[config.mk]
export PLATFORM = sky130hd
export DESIGN_NAME = cpu_sequencer
export DESIGN_NICKNAME = d
export VERILOG_FILES = /design/src/rtl/cpu_sequencer.sv
export SDC_FILE = /design/constraint.sdc
export NUM_CORES = 1
export LEC_CHECK = 0
export CAP_MARGIN = 20
export CORE_ASPECT_RATIO = 0.8
export CORE_MARGIN = 5
export CORE_UTILIZATION = 46
export DETAILED_ROUTE_END_ITERATION = 10
export PLACE_DENSITY = 0.85
export SYNTH_ARGS = -nofsm -noshare
export SYNTH_HDL_FRONTEND = slang
export SYNTH_SLANG_ARGS = --single-unit
[constraint.sdc]
create_clock -name clk -period 2.24 [get_ports clk]
set_input_delay 0.448 -clock clk [delete_from_list [all_inputs] [get_ports clk]]
set_output_delay 0.448 -clock clk [all_outputs]
set_load 0.1 [all_outputs]
[src/rtl/cpu_sequencer.sv]
// Instruction sequencer: FETCH -> DECODE -> EXEC -> NEXT, trapping to HALT on illegal opcode or watchdog expiry.
// Latency: 4 cycles per instruction minimum; outputs are registered or decoded from state only.
// Backpressure: FETCH waits indefinitely for instr_valid; EXEC waits for unit_done for at most TIMEOUT cycles.
module cpu_sequencer #(
    parameter int PC_W    = 8,
    parameter int TIMEOUT = 16
) (
    input  logic            clk,
    input  logic            reset,
    input  logic            run,
    input  logic            clear,
    input  logic [15:0]     instr,
    input  logic            instr_valid,
    input  logic            unit_done,
    output logic            fetch_req,
    output logic [PC_W-1:0] pc,
    output logic [3:0]      op_code,
    output logic            dec_enable,
    output logic            busy,
    output logic            halted,
    output logic            err_illegal,
    output logic            err_timeout,
    output logic [15:0]     retired
);

    localparam int WD_W = $clog2(TIMEOUT + 1);

    typedef enum logic [2:0] {
        S_IDLE,
        S_FETCH,
        S_DECODE,
        S_EXEC,
        S_NEXT,
        S_HALT
    } state_t;

    state_t            state_q, state_d;
    logic [PC_W-1:0]   pc_q, pc_d;
    logic [3:0]        op_code_q, op_code_d;
    logic [15:0]       retired_q, retired_d;
    logic [WD_W-1:0]   wd_q, wd_d;
    logic              err_illegal_q, err_illegal_d;
    logic              err_timeout_q, err_timeout_d;
    logic              op_legal;

    // Only the opcode field is consumed; the operand bits belong to the execution units.
    logic unused_operand;
    assign unused_operand = ^instr[11:0];

    assign op_legal = !((op_code_q >= 4'hC) && (op_code_q <= 4'hE));

    always_comb begin
        state_d       = state_q;
        pc_d          = pc_q;
        op_code_d     = op_code_q;
        retired_d     = retired_q;
        wd_d          = wd_q;
        err_illegal_d = err_illegal_q;
        err_timeout_d = err_timeout_q;
        case (state_q)
            S_IDLE: begin
                if (run) state_d = S_FETCH;
            end
            S_FETCH: begin
                if (instr_valid) begin
                    op_code_d = instr[15:12];
                    state_d   = S_DECODE;
                end
            end
            S_DECODE: begin
                wd_d = '0;
                if (op_legal) begin
                    state_d = S_EXEC;
                end else begin
                    err_illegal_d = 1'b1;
                    state_d       = S_HALT;
                end
            end
            S_EXEC: begin
                // unit_done takes priority over an expiring watchdog in the same cycle
                if (unit_done) begin
                    state_d = S_NEXT;
                end else if (wd_q == WD_W'(TIMEOUT - 1)) begin
                    err_timeout_d = 1'b1;
                    state_d       = S_HALT;
                end else begin
                    wd_d = wd_q + WD_W'(1);
                end
            end
            S_NEXT: begin
                pc_d      = pc_q + PC_W'(1);
                retired_d = retired_q + 16'd1;
                state_d   = run ? S_FETCH : S_IDLE;
            end
            S_HALT: begin
                if (clear) begin
                    err_illegal_d = 1'b0;
                    err_timeout_d = 1'b0;
                    state_d       = S_IDLE;
                end
            end
            default: state_d = S_IDLE;
        endcase
    end

    always_ff @(posedge clk or posedge reset) begin
        if (reset) begin
            state_q       <= S_IDLE;
            pc_q          <= '0;
            op_code_q     <= '0;
            retired_q     <= '0;
            wd_q          <= '0;
            err_illegal_q <= 1'b0;
            err_timeout_q <= 1'b0;
        end else begin
            state_q       <= state_d;
            pc_q          <= pc_d;
            op_code_q     <= op_code_d;
            retired_q     <= retired_d;
            wd_q          <= wd_d;
            err_illegal_q <= err_illegal_d;
            err_timeout_q <= err_timeout_d;
        end
    end

    assign fetch_req   = (state_q == S_FETCH);
    assign dec_enable  = (state_q == S_EXEC);
    assign busy        = (state_q == S_FETCH) || (state_q == S_DECODE) ||
                         (state_q == S_EXEC)  || (state_q == S_NEXT);
    assign halted      = (state_q == S_HALT);
    assign pc          = pc_q;
    assign op_code     = op_code_q;
    assign retired     = retired_q;
    assign err_illegal = err_illegal_q;
    assign err_timeout = err_timeout_q;

endmodule

==> results of run 1 <==
power by group through the flow:
stage | logic [mW] | clock network (mW) | registers, mW
2_1_floorplan | 0.912 | 0 | 1.78
3_3_place_gp | 2.19 | 0 | 1.07
3_5_place_dp | 2.22 | 0 | 1.07
4_1_cts | 2.22 | 0.729 | 1.06
5_1_grt | 2.33 | 0.760 | 1.09
6_report | 2.21 | 0.712 | 1.06
kinds of logic after synthesis:
logic type	count (synthesis)
adder cells (fa/ha/maj)	4
buffers and inverters	9
flip-flops	38
AND/OR/NAND/NOR	68
AO/OA/AOI/OAI	21
multiplexers	6
XOR/XNOR	23
cell type report:
class | count | share of cell area [%]
clock buffers | 6 | 3.369
inverters | 3 | 0.4594
well taps | 55 | 2.808
clock inverters | 2 | 2.450
multi-input cells | 122 | 33.74
flip-flops and latches | 38 | 38.90
repair buffers | 50 | 18.27
routing by layer:
metal / wire [µm] / GRT usage (%) / up-vias / share of wire, %
li1: - / - / 695 / -
met5: 0 / 0 / - / 0
met1: 1745 / 20.72 / 660 / 48
met3: 194 / 4.768 / 4 / 5.3
met4: 41 / 7.173 / 0 / 1.1
met2: 1677 / 24.06 / 42 / 46
layout by cell type, fill, tap and decap left out, types with 2 or more instances in the layout:
cell / Yosys / routed
mux2_2: 4 / 4
a22o_1: 2 / 2
and3_1: 3 / 3
nand4_1: 8 / 8
nor2_1: 8 / 7
nand2_1: 25 / 25
xor2_1: 6 / 6
nor3_1: 5 / 4
buf_4: 0 / 37
xnor2_1: 17 / 16
clkdlybuf4s50_1: 0 / 9
buf_12: 0 / 4
dfrtp_1: 38 / 36
inv_1: 3 / 3
dfrtp_2: 0 / 2
nor4b_1: 2 / 2
nand3_1: 6 / 6
o21ai_0: 12 / 12
mux2i_1: 2 / 2
ha_1: 4 / 4
clkbuf_8: 0 / 6
bufinv_16: 0 / 2
through the flow:
stage,power [mW],setup TNS [ns]
after floorplan,2.688,-0.2548
after global placement,3.260,0
after detailed placement,3.289,0
after CTS,4.011,0
after global routing,4.188,0
final,3.980,0
registers in the layout, summed over array words and instances, names as in the netlist:
signal	flops
op_code	4
wd_q	5
err_timeout	1
retired	16
err_illegal	1
state_q	3
pc	8
worst min-delay path by stage:
stage | startpoint | end | depth (start not counted)
after floorplan | wd_q[4]$_DFFE_PP0P_ | wd_q[4]$_DFFE_PP0P_ | 1
after global placement | retired[15]$_DFFE_PP0N_ | retired[15]$_DFFE_PP0N_ | 1
after detailed placement | pc[7]$_DFFE_PP0N_ | pc[7]$_DFFE_PP0N_ | 1
after CTS | pc[7]$_DFFE_PP0N_ | pc[7]$_DFFE_PP0N_ | 1
after global routing | pc[7]$_DFFE_PP0N_ | pc[7]$_DFFE_PP0N_ | 1
final | pc[7]$_DFFE_PP0N_ | pc[7]$_DFFE_PP0N_ | 1
worst max-delay path: stages (launching register included):
cell      delay (ns)
dfrtp_1         0.47
buf_4           0.20
nand2b_1        0.19
nor2_2          0.14
buf_12          0.19
==> results.json, run 1 <==
{
  "clk_pin_slew_ns": 0.08,
  "outcome": "finished, final reports clean",
  "grt_first_pass_wirelength_um": 6417,
  "yosys-mux-area-fraction_pct": 3.629,
  "grt_pass1_vias": 1405,
  "dp.cells": 268,
  "synth_fa_ha_area_share_pct": 2.791,
  "hold_viol_final": 0,
  "drt_wl_total_um": 3658,
  "grt_usage_pct": 15.78,
  "die-width_um": 79.80,
  "pin_count": 56,
  "rows": 20,
  "worstSetupPathType": "reg2out",
  "p_comb_share_pct": 55.4,
  "syn_avg_cell_area_um2": 10.61,
  "yosys.area.top_type": "dfrtp_1",
  "hold_path_class": "reg2reg",
  "wl_per_cell_um": 13.25,
  "drv_slew": 0,
  "synth_top_area_share_pct": 53.04,
  "syn-instance-count": 169,
  "syn_area_um2": 1793,
  "die_h_um": 65.84,
  "synth_compound_area_share_pct": 7.188,
  "synth-simple-area-share_pct": 20.17,
  "yosysMostFrequentCell": "dfrtp_1",
  "synth_top_family_by_area": "simple AND/OR/NAND/NOR gates",
  "hold_buffers": 0,
  "cp_data_required_time_ns": 1.79,
  "switching_share_pct": 49.84,
  "antennaDiodeCount": 0,
  "synth_edf_count": 0,
  "dpl_cell_area_um2": 2308,
  "ys_seq_area_share_pct": 53.04,
  "cp-start-kind": "flip-flop",
  "cts_resized": 0,
  "final-setup-viol-count": 0,
  "crit_start": "state_q[2]$_DFFE_PP0P_",
  "rr_endpoint": "wd_q[1]$_DFFE_PP0P_",
  "synthesis.nets": 195,
  "cts_tree": "done",
  "critPathMaxFanout": 9,
  "holdWs_ns": 0.4789,
  "vias": 1401,
  "synthTopCellsByArea": "dfrtp_1 53%, xnor2_1 8.3%, nand2_1 5.2%, o21ai_0 3.3%, xor2_1 2.9%",
  "grt_max_degree": 39,
  "end_kind": "output port",
  "postLayoutCellArea_um2": 2451,
  "ant_nets": 0,
  "ys_ff_latch": 38,
  "tightest_slew_ns": 0.5188,
  "clock_path_buffers": 2,
  "clkLatencyLatePin_ns": 0.29,
  "core_um2": 3779,
  "hpwl_um": 2663,
  "gp_congestion": 0.8185,
  "total_leakage_power_nw": 1.151,
  "drive_gt1_share_pct": 27.60,
  "place_ws_ns": 0.4090,
  "dieArea_um2": 5254,
  "final_net_count": 246,
  "power_frac_seq_pct": 26.7,
  "yosysWarnings": 0,
  "synth.top_cells.by_count": "38 x dfrtp_1, 25 x nand2_1, 17 x xnor2_1",
  "ys_types": 36,
  "netSwitchingPower_mw": 1.984,
  "internal_power_mw": 1.997,
  "power.density_nw_per_um2": 1624,
  "instances_no_fill": 276,
  "r2r_cells": 7,
  "cp.arrival_ns": 1.48,
  "max_slew_margin_pct": 65.09,
  "fmax_mhz": 517.4,
  "fillers": 302,
  "clkSinkCount": 38,
  "async_reset_ff_share_pct": 100.0,
  "cts_root_buffer": "clkbuf_8",
  "grt_overflow": 0,
  "rsz0062_at_grt": "false",
  "drtIter0Drc": 59,
  "multiInputGateArea_um2": 827.0,
  "timing.final.ws_setup_ns": 0.3073,
  "cap_violations": 0,
  "rr_startpoint": "wd_q[0]$_DFFE_PP0P_",
  "synthXorXnorAreaFrac_pct": 11.24,
  "ff_latch_area_um2": 953.4,
  "antenna_found_initial": 0,
  "start_util_pct": 47.45,
  "numCtsBuffers": 5,
  "htreeDepth": 2,
  "p_clk_share_pct": 17.9,
  "peakVddDrop_v": 0.001273,
  "drtPass1Iterations": 4,
  "post_cts_buffers": 0,
  "port-buffer-count": 43,
  "critPathCapture": "dec_enable",
  "r2r_setup_slack_ns": 0.41,
  "min_period_over_period_pct": 86.28,
  "fin_util_pct": 64.87,
  "drc_errors": 0,
  "synth_ff_type": "dfrtp_1",
  "fin_crit_ns": 1.933,
  "fin_skew_ns": 0.008372,
  "synthToLayoutAreaGrowth_pct": 36.71,
  "viasPerCell": 5.076
}
Power figures use the tool's default switching activity.
==> run 2: changes to the inputs <==
- ABC_AREA: unset -> 1
- CELL_PAD_IN_SITES_DETAIL_PLACEMENT: unset -> 0
- CELL_PAD_IN_SITES_GLOBAL_PLACEMENT: unset -> 2
- CORE_UTILIZATION: 46 -> 27
- CTS_CLUSTER_DIAMETER: unset -> 50
==> results.json, run 2 <==
{
  "worst-path-buf-inv": 1,
  "synth.top_cells.by_count": "78 x nand2_1, 38 x dfrtp_1, 31 x inv_1",
  "syn_area_um2": 2006,
  "cp_data_required_time_ns": 1.79,
  "ys_types": 25,
  "synth_top_area_share_pct": 47.41,
  "final_net_count": 322,
  "hold_path_class": "reg2reg",
  "whs_path_depth": 2,
  "grt_max_degree": 39,
  "cts_resized": 0,
  "antennaDiodeCount": 0,
  "clock_path_buffers": 2,
  "final_common_cell": "nand2_1",
  "power.density_nw_per_um2": 1268,
  "rsz0062_at_grt": "false",
  "vias": 1674,
  "cts_root_buffer": "clkbuf_8",
  "cap_violations": 0,
  "pin_count": 56,
  "ys_seq_area_share_pct": 47.41,
  "r2r_cells": 9,
  "grt_first_pass_wirelength_um": 7900,
  "drtIter0Drc": 79,
  "cts_tree": "done",
  "p_total_mw": 3.303,
  "synth_edf_count": 0,
  "ant_nets": 0,
  "fin_skew_ns": 0.009590,
  "crit_family": "simple AND/OR/NAND/NOR gates",
  "drive_gt1_share_pct": 20.88,
  "crit_chain": "nor2_2 -> nand2_4 -> nand2_1 -> buf_12",
  "clk_pin_slew_ns": 0.08,
  "drv_slew": 0,
  "numCtsBuffers": 5,
  "rr_endpoint": "wd_q[3]$_DFFE_PP0P_",
  "peakVddDrop_v": 0.0005671,
  "syn-instance-count": 246,
  "synthToLayoutAreaGrowth_pct": 29.88,
  "tns_ns": 0,
  "hp-start": "err_timeout$_DFFE_PP0P_",
  "r2r_setup_slack_ns": 0.66,
  "worstSetupPathType": "reg2out",
  "drc_errors": 0,
  "die-width_um": 106.4,
  "tightest_slew_ns": 0.5088,
  "wl_per_cell_um": 11.67,
  "slowest_stage": "dfrtp_1",
  "fmax_mhz": 523.2,
  "total_leakage_power_nw": 1.304,
  "outcome": "finished, final reports clean",
  "yosys.area.top_type": "dfrtp_1",
  "largest_reg_flops": 16,
  "drtPass1Iterations": 3,
  "die_h_um": 87.09,
  "cp.arrival_ns": 1.46,
  "final-setup-viol-count": 0,
  "end_kind": "output port",
  "rr_startpoint": "wd_q[0]$_DFFE_PP0P_",
  "synth_ff_type": "dfrtp_1",
  "grt_pass1_vias": 1688,
  "final_cell_mix": "78 x nand2_1, 38 x dfrtp_1, 31 x inv_1, 31 x buf_4, 21 x nor2_1",
  "htreeDepth": 2,
  "port-buffer-count": 43,
  "ys_ff_latch": 38,
  "start_util_pct": 27.39,
  "yosysMostFrequentCell": "nand2_1",
  "synthTopCellsByArea": "dfrtp_1 47%, nand2_1 15%, inv_1 5.8%, nand3_1 4.2%, nor2_1 3.9%",
  "drt_wl_total_um": 4518,
  "viasPerCell": 4.326,
  "grt_usage_pct": 10.76,
  "post_cts_buffers": 0,
  "clkLatencyLatePin_ns": 0.30,
  "fin_crit_ns": 1.911,
  "async_reset_ff_share_pct": 100.0,
  "slowest_delay_ns": 0.47,
  "yosysWarnings": 0,
  "max_slew_margin_pct": 66.08,
  "antenna_found_initial": 0,
  "syn_avg_cell_area_um2": 8.153,
  "core_um2": 7322,
  "min_to": "err_timeout$_DFFE_PP0P_",
  "hpwl_um": 3451,
  "critPathMaxFanout": 15,
  "synthesis.nets": 272,
  "rows": 28,
  "gp_congestion": 0.7284,
  "dieArea_um2": 9263,
  "min_period_over_period_pct": 85.33,
  "grt_overflow": 0,
  "hold_buffers": 0,
  "cp-start-kind": "flip-flop",
  "clkSinkCount": 38,
  "hold_viol_final": 0
}
==> run 2: cell types whose count changed in the layout (fill, tap and decap cells not counted), sizes merged, moves of 6 or more <==
cell,before,now
buf,41,35
inv,3,33
nand2,25,82
nand3,6,18
nor2,8,29
xnor2,17,7
==> run 2: worst reg2reg max path, delay by kind of cell (launching register included) <==
| kind | cells | cell delay, ns |
|---|---|---|
| AO/OA/AOI/OAI | 2 | 0.31 |
| adder cells (fa/ha/maj) | 2 | 0.40 |
| buffers and inverters | 1 | 0.08 |
| flip-flops | 1 | 0.41 |
| AND/OR/NAND/NOR | 4 | 0.29 |
==> run 2: worst max path at each step <==
stage / start / endpoint / slack [ns] / depth (start not counted)
final: state_q[0]$_DFFE_PP0P_ / busy / 0.33 / 4
after detailed placement: unit_done / state_q[0]$_DFFE_PP0P_ / 0.60 / 6
after floorplan: state_q[1]$_DFFE_PP0P_ / op_code[0]$_DFFE_PP0P_ / 0.25 / 6
after CTS: state_q[0]$_DFFE_PP0P_ / busy / 0.29 / 4
after global routing: state_q[0]$_DFFE_PP0P_ / busy / 0.21 / 4
after global placement: unit_done / state_q[0]$_DFFE_PP0P_ / 0.60 / 6
==> run 2: per-layer routing <==
layer  up-vias  part of all wire (%)  track usage, %
met3         7                   4.8           3.410
met4         0                  0.93           3.176
met1       774                    52           14.82
met5         -                     0               0
li1        864                     -               -
met2        29                    42           16.22
==> run 2: cell type report <==
cell class / count / area [µm²]
fillers: 774 / 4717
flip-flops and latches: 38 / 950.9
multi-input cells: 174 / 919.6
repair buffers: 44 / 402.9
inverters: 33 / 123.9
well taps: 90 / 112.6
clock buffers: 6 / 82.58
clock inverters: 2 / 12.51
==> run 2: per-stage QoR <==
step           instance area (µm²)  cells  utilization (%)  hold slack, ns  setup slack, ns
2_1_floorplan                 2006    246                -          0.4784           0.2454
3_3_place_gp                  2510    379            34.28          0.4648           0.6007
3_5_place_dp                  2510    379            34.28          0.4698           0.5978
4_1_cts                       2605    387            35.58          0.4868           0.2931
5_1_grt                       2605    387            35.58          0.5238           0.2061
6_report                      2605    387            35.58          0.4790           0.3285
==> run 2: cells by family (layout without fill, tap and decap cells) <==
logic type | Yosys count | in the layout | synth area share [%]
AND/OR/NAND/NOR | 138 | 138 | 32.31
flip-flops | 38 | 38 | 47.41
buffers and inverters | 34 | 85 | 6.737
AO/OA/AOI/OAI | 17 | 17 | 4.491
XOR/XNOR | 15 | 15 | 6.550
adder cells (fa/ha/maj) | 4 | 4 | 2.495
==> run 2: report_power, final <==
group | total, mW | internal, mW | switching [mW]
logic | 1.81 | 0.428 | 1.39
registers | 0.973 | 0.821 | 0.152
clock network | 0.516 | 0.248 | 0.268
==> variant 1 (config.mk and constraints of run 1) <==
`TIMEOUT`: 16 -> 32.
--- a/src/rtl/cpu_sequencer.sv
+++ b/src/rtl/cpu_sequencer.sv
@@ -5,3 +5,3 @@
     parameter int PC_W    = 8,
-    parameter int TIMEOUT = 16
+    parameter int TIMEOUT = 32
 ) (
Behaviour: no difference found for any inputs over 10 cycles, from zero or initial values and one cycle with reset high; that may be too few to reach the edited logic, so the function may still have changed.
==> variant 1 against run 1 <==
  * Synthesized cell count down 0.59%
  * Clock power fell by 38%
  * Critical endpoint is now fetch_req
  * Maximum frequency decreased by 2.7%
  * Critical path type unchanged
  * Sequential cell count increased by 1
  * Setup slack worse by 0.054 ns
  * Largest power group unchanged
  * Design area unchanged
  * Power down 9.7%
  * Synthesized area rose by 7.0%
  * Routed wire length is 5.6% higher
==> variant 1: results (changes against run 1) <==
[status]
status = finished clean

[detailed_routing]
routedWlPerCell_um = 14.3  ; +7.5%
met3_length_um = 267  ; +38%
num_vias = 1471  ; +5.0%
wl_met1_um = 1810  ; +3.6%

[final_layout]
final.fill_count = 345  ; +14%
stdcell_count = 271  ; -1.8%
nets = 240  ; -2.4%
layout-drive-gt1-share_pct = 27.1  ; -0.50 points
synthToLayoutAreaGrowth_pct = 27.8

[global_routing]
grt_pass1_vias = 1445  ; +2.8%
grt_pass1_wl_um = 6580  ; +2.6%
grtUsageTotal_pct = 15.5  ; -0.26 points

[logic_synthesis]
synth_common_cells = dfrtp_1 (39), nand2_1 (17), xnor2_1 (17)
synth.area.top_cells = dfrtp_1 (51%), xnor2_1 (7.8%), nand2_1 (3.3%), mux2_4 (3.1%), xor2_1 (2.7%)
synth-seq-area-share_pct = 50.9  ; -2.2 points
synthDistinctLibCells = 46  ; +28%
synth_area_per_cell_sq_um = 11.4  ; +7.6%
synth_fp_nets = 193  ; -1.0%

[place]
placed_area_sq_um = 2370  ; +2.9%
place_ws_ns = 0.350  ; -0.0593 ns

[setup_path]
cpPeakStageDelay_ns = 0.52  ; +0.05 ns

[power_and_ir_drop]
irDropWorstVdd_mv = 1.35  ; +5.8%
total_leakage_power_nw = 1.15  ; -0.18%

[sta]
clock_skew_ns = 0.00791  ; -0.000465 ns
slew_headroom_pct = 67.5  ; +2.4 points

-- variant 1: cell types whose count changed in the layout (fill, tap and decap cells not counted), sizes merged, moves of 3 or more --
| cell | delta |
|---|---|
| nand2 | -8 |
| o211ai | +3 |
| and4 | +3 |
| nor3 | -4 |
| buf | -3 |
| a21oi | +3 |
| o21ai | -8 |
-- variant 1: path summary, 6_finish.rpt --
| check | from | endpoint | slack [ns] | depth (start not counted) |
|---|---|---|---|---|
| setup / recovery | state_q[1] | fetch_req | 0.25 | 3 |
| hold / removal | retired[15] | retired[15] | 0.48 | 1 |
| setup reg to reg | state_q[1] | op_code[0] | 0.57 | 4 |
| hold reg to reg | retired[15] | retired[15] | 0.48 | 1 |
| max in group asynchronous | reset | state_q[2] | 1.31 | 3 |
| min in group asynchronous | reset | retired[11] | 0.58 | 3 |
-- variant 1: kinds of logic after synthesis --
family / after synthesis / share of synthesized area, %
AND/OR/NAND/NOR: 62 / 19.8
adder cells (fa/ha/maj): 3 / 1.96
AO/OA/AOI/OAI: 23 / 8.68
XOR/XNOR: 23 / 10.5
buffers and inverters: 11 / 3.39
flip-flops: 39 / 50.9
multiplexers: 7 / 4.83
-- variant 1: final cells by class --
cell class	count	area share (%)
multi-input combinational	118	36.2
clock buffer	5	2.81
tap	57	2.91
clock inverter	1	0.306
inverter	4	0.613
sequential	39	39.8
timing repair buffer	47	17.4
-- variant 1: worst max-delay path: cells and delay by family (launching register included) --
kind                   cells  cell delay, ns
and+or+nand+nor            2            0.53
DFF                        1            0.52
buffers and inverters      1            0.20
-- variant 1: layer usage --
metal / global-route usage (%) / up-vias
met5: 0 / -
met3: 4.80 / 7
met2: 23.0 / 49
met4: 6.22 / 0
met1: 21.1 / 721
li1: - / 694
-- variant 1: power groups by stage --
| stage | combinational [mW] | sequential [mW] | clock, mW |
|---|---|---|---|
| CTS | 2.07 | 1.10 | 0.454 |
| detailed placement | 2.07 | 1.11 | 0 |
| global route | 2.16 | 1.13 | 0.488 |
| finish | 2.06 | 1.10 | 0.439 |
| floorplan | 0.938 | 1.73 | 0 |
| global placement | 2.04 | 1.10 | 0 |
==> variant 2 (config.mk and constraints of run 1) <==
Made on the original files. Re-encode `state_t` (6 states) as one-hot, 6 bits wide.
--- a/src/rtl/cpu_sequencer.sv
+++ b/src/rtl/cpu_sequencer.sv
@@ -27,9 +27,9 @@
 
-    typedef enum logic [2:0] {
-        S_IDLE,
-        S_FETCH,
-        S_DECODE,
-        S_EXEC,
-        S_NEXT,
-        S_HALT
+    typedef enum logic [5:0] {
+        S_IDLE   = 6'b000001,
+        S_FETCH  = 6'b000010,
+        S_DECODE = 6'b000100,
+        S_EXEC   = 6'b001000,
+        S_NEXT   = 6'b010000,
+        S_HALT   = 6'b100000
     } state_t;
Behaviour: same outputs for any inputs over 10 cycles, from zero or initial values and one cycle with reset high; not proved beyond that.
==> variant 2 against run 1 <==
  * First-iteration DRC count shrank 24%
  * Setup slack got worse by 0.21 ns
  * Worst hold slack got worse by 0.0036 ns
  * Power decreased by 30%
  * Synthesized cell count rose by 7.1%
  * Sequential cell count increased by 3
  * Routed wire length is 7.8% higher
  * Design area rose by 6.3%
  * Utilization shrank 1.7 points
  * Synthesized area up 8.4%
  * Maximum frequency is 9.8% lower
  * Largest power group unchanged
==> variant 2: results (changes against run 1) <==
[logic_synthesis]
synthDistinctLibCells = 39  ; +8.3%
synth-seq-area-share_pct = 52.9  ; -0.17 points
synth_fp_nets = 207  ; +6.2%
synth_common_cells = dfrtp_1 (40), nand2_1 (25), xnor2_1 (14)
synth.area.top_cells = dfrtp_1 (52%), xnor2_1 (6.3%), nand2_1 (4.8%), xor2_1 (3.6%), ha_1 (2.6%)
synth_cells = 181  ; +7.1%

[final_layout]
nets = 265  ; +7.7%
layout-drive-gt1-share_pct = 25.4  ; -2.2 points
final.fill_count = 352  ; +17%

[global_routing]
grt_start_max_net_pins = 42  ; +7.7%
globalRouteOverflowTotal = 0  ; unchanged
grt_pass1_vias = 1501  ; +6.8%
grt_pass1_wl_um = 6670  ; +3.9%
grtUsageTotal_pct = 15.3  ; -0.44 points

[detailed_routing]
dr.pass1.iters = 4  ; unchanged
routed_wl_um = 3940  ; +7.8%
drt-vias-per-instance = 5.19  ; +2.1%
drt_iter0_drc = 45  ; -24%

[setup_path]
r2r-end = op_code[2]
r2r-start = state_q[0]
reg2reg_slack_ns = 0.13  ; -0.28 ns
r2r_cells = 4  ; -3

[power_and_ir_drop]
irDropWorstVdd_mv = 1.17  ; -8.0%
total_leakage_power_nw = 1.28  ; +11%

[clock_network]
cts-root-buf = clkbuf_8
ctsResizeCount = 1  ; +1

[status]
status = finished clean

[sta]
timing.fmax_ghz = 0.467  ; -9.8%
holdWs_ns = 0.475  ; -0.00360 ns
worst_pin_slew_ns = 0.635  ; +0.116 ns
clock_skew_ns = 0.00767  ; -0.000699 ns

[place]
gp_congestion = 0.858  ; +4.8%
place_ws_ns = 0.102  ; -0.306 ns
dp_cells = 289  ; +7.8%
hpwl_um = 2940  ; +10%

[hold_path]
min_to = pc[7]

variant 2: where the power goes:
group          total [mW]  switching [mW]  internal (mW)  leakage [nW]
sequential          0.945          0.0965          0.849         0.558
combinational        1.27           0.864          0.406         0.669
clock               0.569           0.239          0.331        0.0552
variant 2: cells by family after synthesis:
kind of cell / count (synthesis) / share of synthesized area, %
AOI/OAI and AO/OA: 17 / 5.80
buffers and inverters: 9 / 1.74
adders and majority gates: 4 / 2.58
and+or+nand+nor: 84 / 24.8
xor gates and xnor gates: 22 / 9.92
muxes: 4 / 2.32
DFF: 41 / 52.9
variant 2: cell type report:
class,instances,area (sq um),share of cell area [%]
Sequential cell,41,1030,39.4
Tap cell,57,71.3,2.74
Timing Repair Buffer,51,455,17.5
Inverter,9,33.8,1.30
Clock inverter,2,35.0,1.34
Multi-Input combinational cell,131,911,34.9
Clock buffer,6,72.6,2.78
variant 2: how the worst max path moves through the flow:
stage	from	end	slack [ns]	depth (start not counted)
after CTS	state_q[2]	busy	0.01	5
after floorplan	state_q[1]	err_timeout	0.10	5
final	state_q[1]	halted	0.1	6
after global placement	wd_q[0]	op_code[2]	0.11	7
after global routing	state_q[1]	dec_enable	0.001	5
after detailed placement	wd_q[0]	op_code[0]	0.10	7
variant 2: metal layers:
metal  track usage (%)  wire [um]
met1              21.2       1890
met2              24.1       1780
met3              4.21        244
met4              3.67         33
met5                 0          0
variant 2: critical path, stage by stage, from the launching register on:
cell      delay (ns)
dfrtp_1         0.38
buf_4           0.16
nor4_1          0.25
buf_4           0.18
nand3b_1        0.10
inv_1           0.14
buf_12          0.19
variant 2: stage by stage:
step	instance area, sq um	power (mW)
floorplan	1950	1.83
global placement	2470	2.18
detailed placement	2470	2.20
CTS	2590	2.79
global route	2610	2.93
finish	2610	2.78
